===== src/rtl/alt_pfl_crc_pkg.sv =====
// ============================================================================
// alt_pfl_crc_pkg : shared CRC-16/XMODEM constants, FSM states, byte update
// Revision 1.0
// ============================================================================
`default_nettype none

package alt_pfl_crc_pkg;

    localparam int             CRC_W    = 16;
    localparam logic [CRC_W-1:0] CRC_POLY = 16'h1021;
    localparam logic [CRC_W-1:0] CRC_INIT = 16'h0000;

    typedef enum logic [2:0] {
        IDLE   = 3'd0,
        DATA   = 3'd1,
        CRC_RX = 3'd2,
        CMP    = 3'd3,
        DONE   = 3'd4
    } crc_state_t;

    // Bitwise unrolling of crc_next = (crc<<8) ^ T[(crc>>8) ^ d]; same result as the table form.
    function automatic logic [CRC_W-1:0] crc16_byte(input logic [CRC_W-1:0] crc,
                                                    input logic [7:0]       d);
        logic [CRC_W-1:0] c;
        c = crc ^ {d, 8'h00};
        for (int i = 0; i < 8; i++) begin
            c = c[CRC_W-1] ? ({c[CRC_W-2:0], 1'b0} ^ CRC_POLY) : {c[CRC_W-2:0], 1'b0};
        end
        return c;
    endfunction

endpackage

`default_nettype wire


===== src/rtl/alt_pfl_crc_byte_update.sv =====
// ============================================================================
// alt_pfl_crc_byte_update : combinational next-CRC for one data byte
// Revision 1.0
// ============================================================================
`default_nettype none

module alt_pfl_crc_byte_update
    import alt_pfl_crc_pkg::*;
(
    input  logic [CRC_W-1:0] crc_i,
    input  logic [7:0]       d_i,
    output logic [CRC_W-1:0] crc_o
);

    assign crc_o = crc16_byte(crc_i, d_i);

endmodule

`default_nettype wire


===== src/rtl/alt_pfl_crc_check.sv =====
// ============================================================================
// alt_pfl_crc_check : receive-side CRC-16/XMODEM checker with serial CRC compare.
// Optional error counter output err_cnt enabled by ALT_PFL_CRC_CHECK_ERRCNT_EN.
// Revision 1.0
// ============================================================================
`default_nettype none

module alt_pfl_crc_check
    import alt_pfl_crc_pkg::*;
#(
    parameter int LEN_W       = 16,
    parameter int TIMEOUT_CYC = 1024
) (
    input  logic             clk,
    input  logic             clr,
    input  logic             start,
    input  logic [7:0]       d,
    input  logic             d_valid,
    input  logic             d_last,
    output logic             d_ready,
    input  logic             sin,
    input  logic             sin_valid,
    output logic             busy,
    output logic             done,
    output logic             crc_ok,
    output logic             crc_err,
    output logic             timeout,
    output logic [CRC_W-1:0] crc_value,
    output logic [LEN_W-1:0] byte_cnt
`ifdef ALT_PFL_CRC_CHECK_ERRCNT_EN
    ,
    output logic [7:0]       err_cnt
`endif
);

    localparam int TO_W = $clog2(TIMEOUT_CYC + 1);

    crc_state_t       state_q, state_d;
    logic [CRC_W-1:0] crc_q, crc_d;
    logic [CRC_W-1:0] rx_q, rx_d;
    logic [LEN_W-1:0] cnt_q, cnt_d;
    logic [4:0]       bit_q, bit_d;
    logic [TO_W-1:0]  idle_q, idle_d;
    logic             ok_q, ok_d;
    logic             err_q, err_d;
    logic             to_q, to_d;
    logic [CRC_W-1:0] crc_upd;
    logic             ready_w;
    logic             done_w;

    alt_pfl_crc_byte_update u_byte_update (
        .crc_i (crc_q),
        .d_i   (d),
        .crc_o (crc_upd)
    );

    always_ff @(posedge clk or posedge clr) begin
        if (clr) begin
            state_q <= IDLE;
            crc_q   <= CRC_INIT;
            rx_q    <= '0;
            cnt_q   <= '0;
            bit_q   <= '0;
            idle_q  <= '0;
            ok_q    <= 1'b0;
            err_q   <= 1'b0;
            to_q    <= 1'b0;
        end else begin
            state_q <= state_d;
            crc_q   <= crc_d;
            rx_q    <= rx_d;
            cnt_q   <= cnt_d;
            bit_q   <= bit_d;
            idle_q  <= idle_d;
            ok_q    <= ok_d;
            err_q   <= err_d;
            to_q    <= to_d;
        end
    end

    always_comb begin
        state_d = state_q;
        crc_d   = crc_q;
        rx_d    = rx_q;
        cnt_d   = cnt_q;
        bit_d   = bit_q;
        idle_d  = idle_q;
        ok_d    = ok_q;
        err_d   = err_q;
        to_d    = to_q;
        ready_w = 1'b0;
        done_w  = 1'b0;
        case (state_q)
            IDLE: begin
                if (start) begin
                    state_d = DATA;
                    crc_d   = CRC_INIT;
                    rx_d    = '0;
                    cnt_d   = '0;
                    ok_d    = 1'b0;
                    err_d   = 1'b0;
                    to_d    = 1'b0;
                end
            end
            DATA: begin
                ready_w = 1'b1;
                if (d_valid) begin
                    crc_d = crc_upd;
                    if (cnt_q != '1) begin
                        cnt_d = cnt_q + LEN_W'(1);
                    end
                    if (d_last) begin
                        state_d = CRC_RX;
                        bit_d   = '0;
                        idle_d  = '0;
                    end
                end
            end
            CRC_RX: begin
                // First bit received walks down to bit 0 after 16 right shifts.
                if (sin_valid) begin
                    rx_d   = {sin, rx_q[CRC_W-1:1]};
                    bit_d  = bit_q + 5'd1;
                    idle_d = '0;
                    if (bit_q == 5'd15) begin
                        state_d = CMP;
                    end
                end else if (idle_q == TO_W'(TIMEOUT_CYC - 1)) begin
                    state_d = DONE;
                    err_d   = 1'b1;
                    to_d    = 1'b1;
                end else begin
                    idle_d = idle_q + TO_W'(1);
                end
            end
            CMP: begin
                ok_d    = (rx_q == crc_q);
                err_d   = (rx_q != crc_q);
                state_d = DONE;
            end
            DONE: begin
                done_w  = 1'b1;
                state_d = IDLE;
            end
            default: state_d = IDLE;
        endcase
    end

`ifdef ALT_PFL_CRC_CHECK_ERRCNT_EN
    logic [7:0] errcnt_q;

    always_ff @(posedge clk or posedge clr) begin
        if (clr) begin
            errcnt_q <= 8'h00;
        end else if (state_q == DONE && err_q && errcnt_q != 8'hFF) begin
            errcnt_q <= errcnt_q + 8'd1;
        end
    end

    assign err_cnt = errcnt_q;
`endif

    assign d_ready   = ready_w;
    assign done      = done_w;
    assign busy      = (state_q != IDLE);
    assign crc_ok    = ok_q;
    assign crc_err   = err_q;
    assign timeout   = to_q;
    assign crc_value = crc_q;
    assign byte_cnt  = cnt_q;

endmodule

`default_nettype wire


===== config.mk =====
export PLATFORM = sky130hd
export DESIGN_NAME = alt_pfl_crc_check
export DESIGN_NICKNAME = d
export VERILOG_FILES = /design/src/rtl/alt_pfl_crc_pkg.sv /design/src/rtl/alt_pfl_crc_byte_update.sv /design/src/rtl/alt_pfl_crc_check.sv
export SDC_FILE = /design/constraint.sdc
export NUM_CORES = 1
export LEC_CHECK = 0
export ABC_CLOCK_PERIOD_IN_PS = 5100
export CORE_MARGIN = 2
export CORE_UTILIZATION = 59
export CTS_CLUSTER_DIAMETER = 120
export DETAILED_ROUTE_END_ITERATION = 6
export PLACE_DENSITY = 0.86
export SYNTH_ARGS = -nofsm -noshare
export SYNTH_HDL_FRONTEND = slang
export SYNTH_SLANG_ARGS = --single-unit

===== constraint.sdc =====
create_clock -name clk -period 5.1 [get_ports clk]
set_clock_uncertainty 0.2 [all_clocks]
set_input_delay 1.53 -clock clk [delete_from_list [all_inputs] [get_ports clk]]
set_output_delay 1.53 -clock clk [all_outputs]
set_load 0.03 [all_outputs]

==> results.yml <==
run_status:
  status: "finished, violations left"
  violations: "DRC"
timing:
  finalCritPeriodShare: 0.803
  finalMaxSlewViolations: 0
  rsz0062_at_grt: "no"
  period_minus_slack_ns: 4.10
  worstMarginPinSlew_ns: 0.891
  slew_headroom: 0.391
  fmax_mhz: 244
  hold_viol: 0
  finalSetupTns_ns: 0
  setup_viol: 0
logic_synthesis:
  synth_area_leaders: "dfrtp_1 48%, o21ai_0 6.9%, xnor2_1 6.0%, xor2_1 5.8%, nand3_1 4.5%"
  syn_avg_cell_area_um2: 9.27
  yosysSeqAreaShare: 0.481
  synth_top_area_frac: 0.481
  synthCells: 393
  synth_cell_type_count: 42
  synth-seq-cells: 70
  synth_nets: 412
  syn_area_mm2: 0.00364
  yosysWarningCount: 0
  yosysTopAreaCell: "dfrtp_1"
clock_tree:
  clkSinkCount: 70
  cts_setup_buffers: 0
  cts_root_buf: "clkbuf_8"
  clk_pin_slew_ns: 0.07
  cts_buffer_depth: 2
  cts_tree: "done"
  insertion_delay_ns: 0.35
  cts_hold_buf: 0
  cts_made_buffers: 9
  ctsResizeCount: 0
  htreeDepth: 3
setup_path:
  worstSetupEndpointType: "output pin"
  worstPathArrival_ns: 2.37
  critPathBufInv: 2
  cp_cell_sequence: "nand2_1 > inv_1 > clkdlybuf4s50_1"
  slowest_delay_ns: 0.72
  crit_fanout: 15
  r2r_cells: 5
  crit_path_start: "state_q[0]"
  critPathRequiredTime_ns: 3.37
  crit_end: "d_ready"
  start_kind: "flip-flop"
  worstReg2RegEnd: "byte_cnt[6]"
  critical_path_class: "reg2out"
  cp_num_cells: 3
  r2r_slack_ns: 2.41
  path_delay_family: "buffers and inverters"
  cp_slowest_cell: "clkdlybuf4s50_1"
  r2r-start: "state_q[0]"
floorplan:
  row_count: 28
  die_y_um: 82.6
  start_util: 0.612
  core_area_mm2: 0.00596
  die_area_mm2: 0.00682
  fp.dieW_um: 82.6
  ioPinCount: 53
placed_design:
  gp_congestion: 0.871
  post_dp_cell_area_mm2: 0.00423
  dpl.hpwl_mm: 6.01
  numPortBuffers: 52
route:
  vias: 3089
  viasPerCell: 5.90
  drt-total-wl_mm: 8.50
  wl_per_cell_um: 16.2
  drtIter0Drc: 254
  drc: 3
  drt_first_pass_iters: 7
  ant_nets: 0
worst_hold_path:
  hold_path_class: "reg2reg"
  min_from: "timeout"
  min_delay_path_depth: 2
global_routing:
  grt_pass1_wl_mm: 13.8
  antenna_found_initial: 0
  grt.total_usage: 0.271
  gr-total-overflow: 0
  grt_pass1_vias: 2888
  grt_max_degree: 38
finish:
  final_cell_area_mm2: 0.00443
  n_fill_cell: 436
  antenna_cells: 0
  area_growth_pct: 21.6
  final_nets: 463
  drive_above_1_share: 0.0512
  fin_util: 0.744
pwr:
  finalPower_uw: 2160
  p_leak_uw: 0.00197
  ir_drop_v: 0.000326
  p_per_area_mw_per_mm2: 487
job:
  cap_violations: 0
[per-stage QoR]
step	hold WS, ns	instances	worst slack, ns
5_1_grt	0.300	524	0.850
3_5_place_dp	0.262	508	1.11
4_1_cts	0.278	524	1.00
2_1_floorplan	0.243	393	1.60
6_report	0.273	524	1.00
3_3_place_gp	0.262	508	1.16
[layer usage]
layer  track usage  part of all wire  up-vias
li1              -                 -     1484
met1         0.359              0.44     1477
met4        0.0918             0.018        0
met2         0.445              0.49      112
met3        0.0565             0.058       16
met5             0                 0        -
[cell usage after synthesis, drive strengths merged]
master / count
dfrtp: 70
o21ai: 50
nand2: 42
nand3: 33
xnor2: 25
xor2: 24
inv: 21
nor2: 20
and3: 12
clkbuf: 12
a21oi: 9
nand4: 9
o31ai: 5
a22o: 4
a31oi: 4
buf: 4
ha: 4
nor3b: 4
and4: 3
nand4b: 3
nor3: 3
or4: 3
a2111oi: 2
a21o: 2
and2: 2
nand2b: 2
nand3b: 2
nor2b: 2
nor4: 2
o211ai: 2
o41ai: 2
or3: 2
or4b: 2
a21boi: 1
a32o: 1
a41o: 1
mux2: 1
mux2i: 1
o211a: 1
or3b: 1
[layout by cell type, fill, tap and decap left out, types with 4 or more instances in the layout]
cell             instances
buf_4                    4
nand4_1                  9
ha_1                     4
a31oi_1                  4
and3_1                  12
inv_1                   20
xor2_1                  24
a22o_1                   4
nand3_1                 33
nor2_1                  20
clkdlybuf4s50_1         52
o31ai_1                  5
clkbuf_8                11
a21oi_1                  9
o21ai_0                 50
nand2_1                 42
xnor2_1                 25
dfrtp_1                 70
[tightest hold or removal path, delay by kind of cell, from the launching register on]
| kind | cells | cell delay (ns) |
|---|---|---|
| simple gates | 2 | 0.10 |
| flops | 1 | 0.35 |
[sequential cells by signal, summed over array words and instances, names as in the netlist]
signal	cells
bit_q	5
byte_cnt	16
crc_err	1
crc_ok	1
crc_value	16
idle_q	11
rx_q	16
state_q	3
timeout	1
[how the worst min path moves through the flow]
stage,end
detailed placement,timeout
finish,timeout
floorplan,bit_q[3]
CTS,timeout
global placement,timeout
global route,timeout
[cells by family (layout without fill, tap and decap cells)]
kind of cell,count (synthesis),after routing,synth area share
mux,2,2,0.00584
buf+inv,37,93,0.0388
compound gates,84,84,0.136
fa+ha+maj,4,4,0.0137
xor+xnor,49,49,0.118
simple gates,147,147,0.207
flops,70,70,0.481
[layout make-up]
| cell class | count | area [um2] | share of cell area |
|---|---|---|---|
| multi-input cells | 286 | 1760 | 0.396 |
| flip-flops and latches | 70 | 1750 | 0.395 |
| repair buffers | 56 | 551 | 0.124 |
| clock buffers | 13 | 159 | 0.0358 |
| well taps | 75 | 93.8 | 0.0212 |
| inverters | 21 | 78.8 | 0.0178 |
| clock inverters | 3 | 42.5 | 0.00960 |
[report_power, final]
part           leakage, uW  switching (uW)  internal (uW)
registers         0.000958             151            641
logic             0.000915             558            352
clock network    0.0000996             204            252
Power figures use the tool's default switching activity.
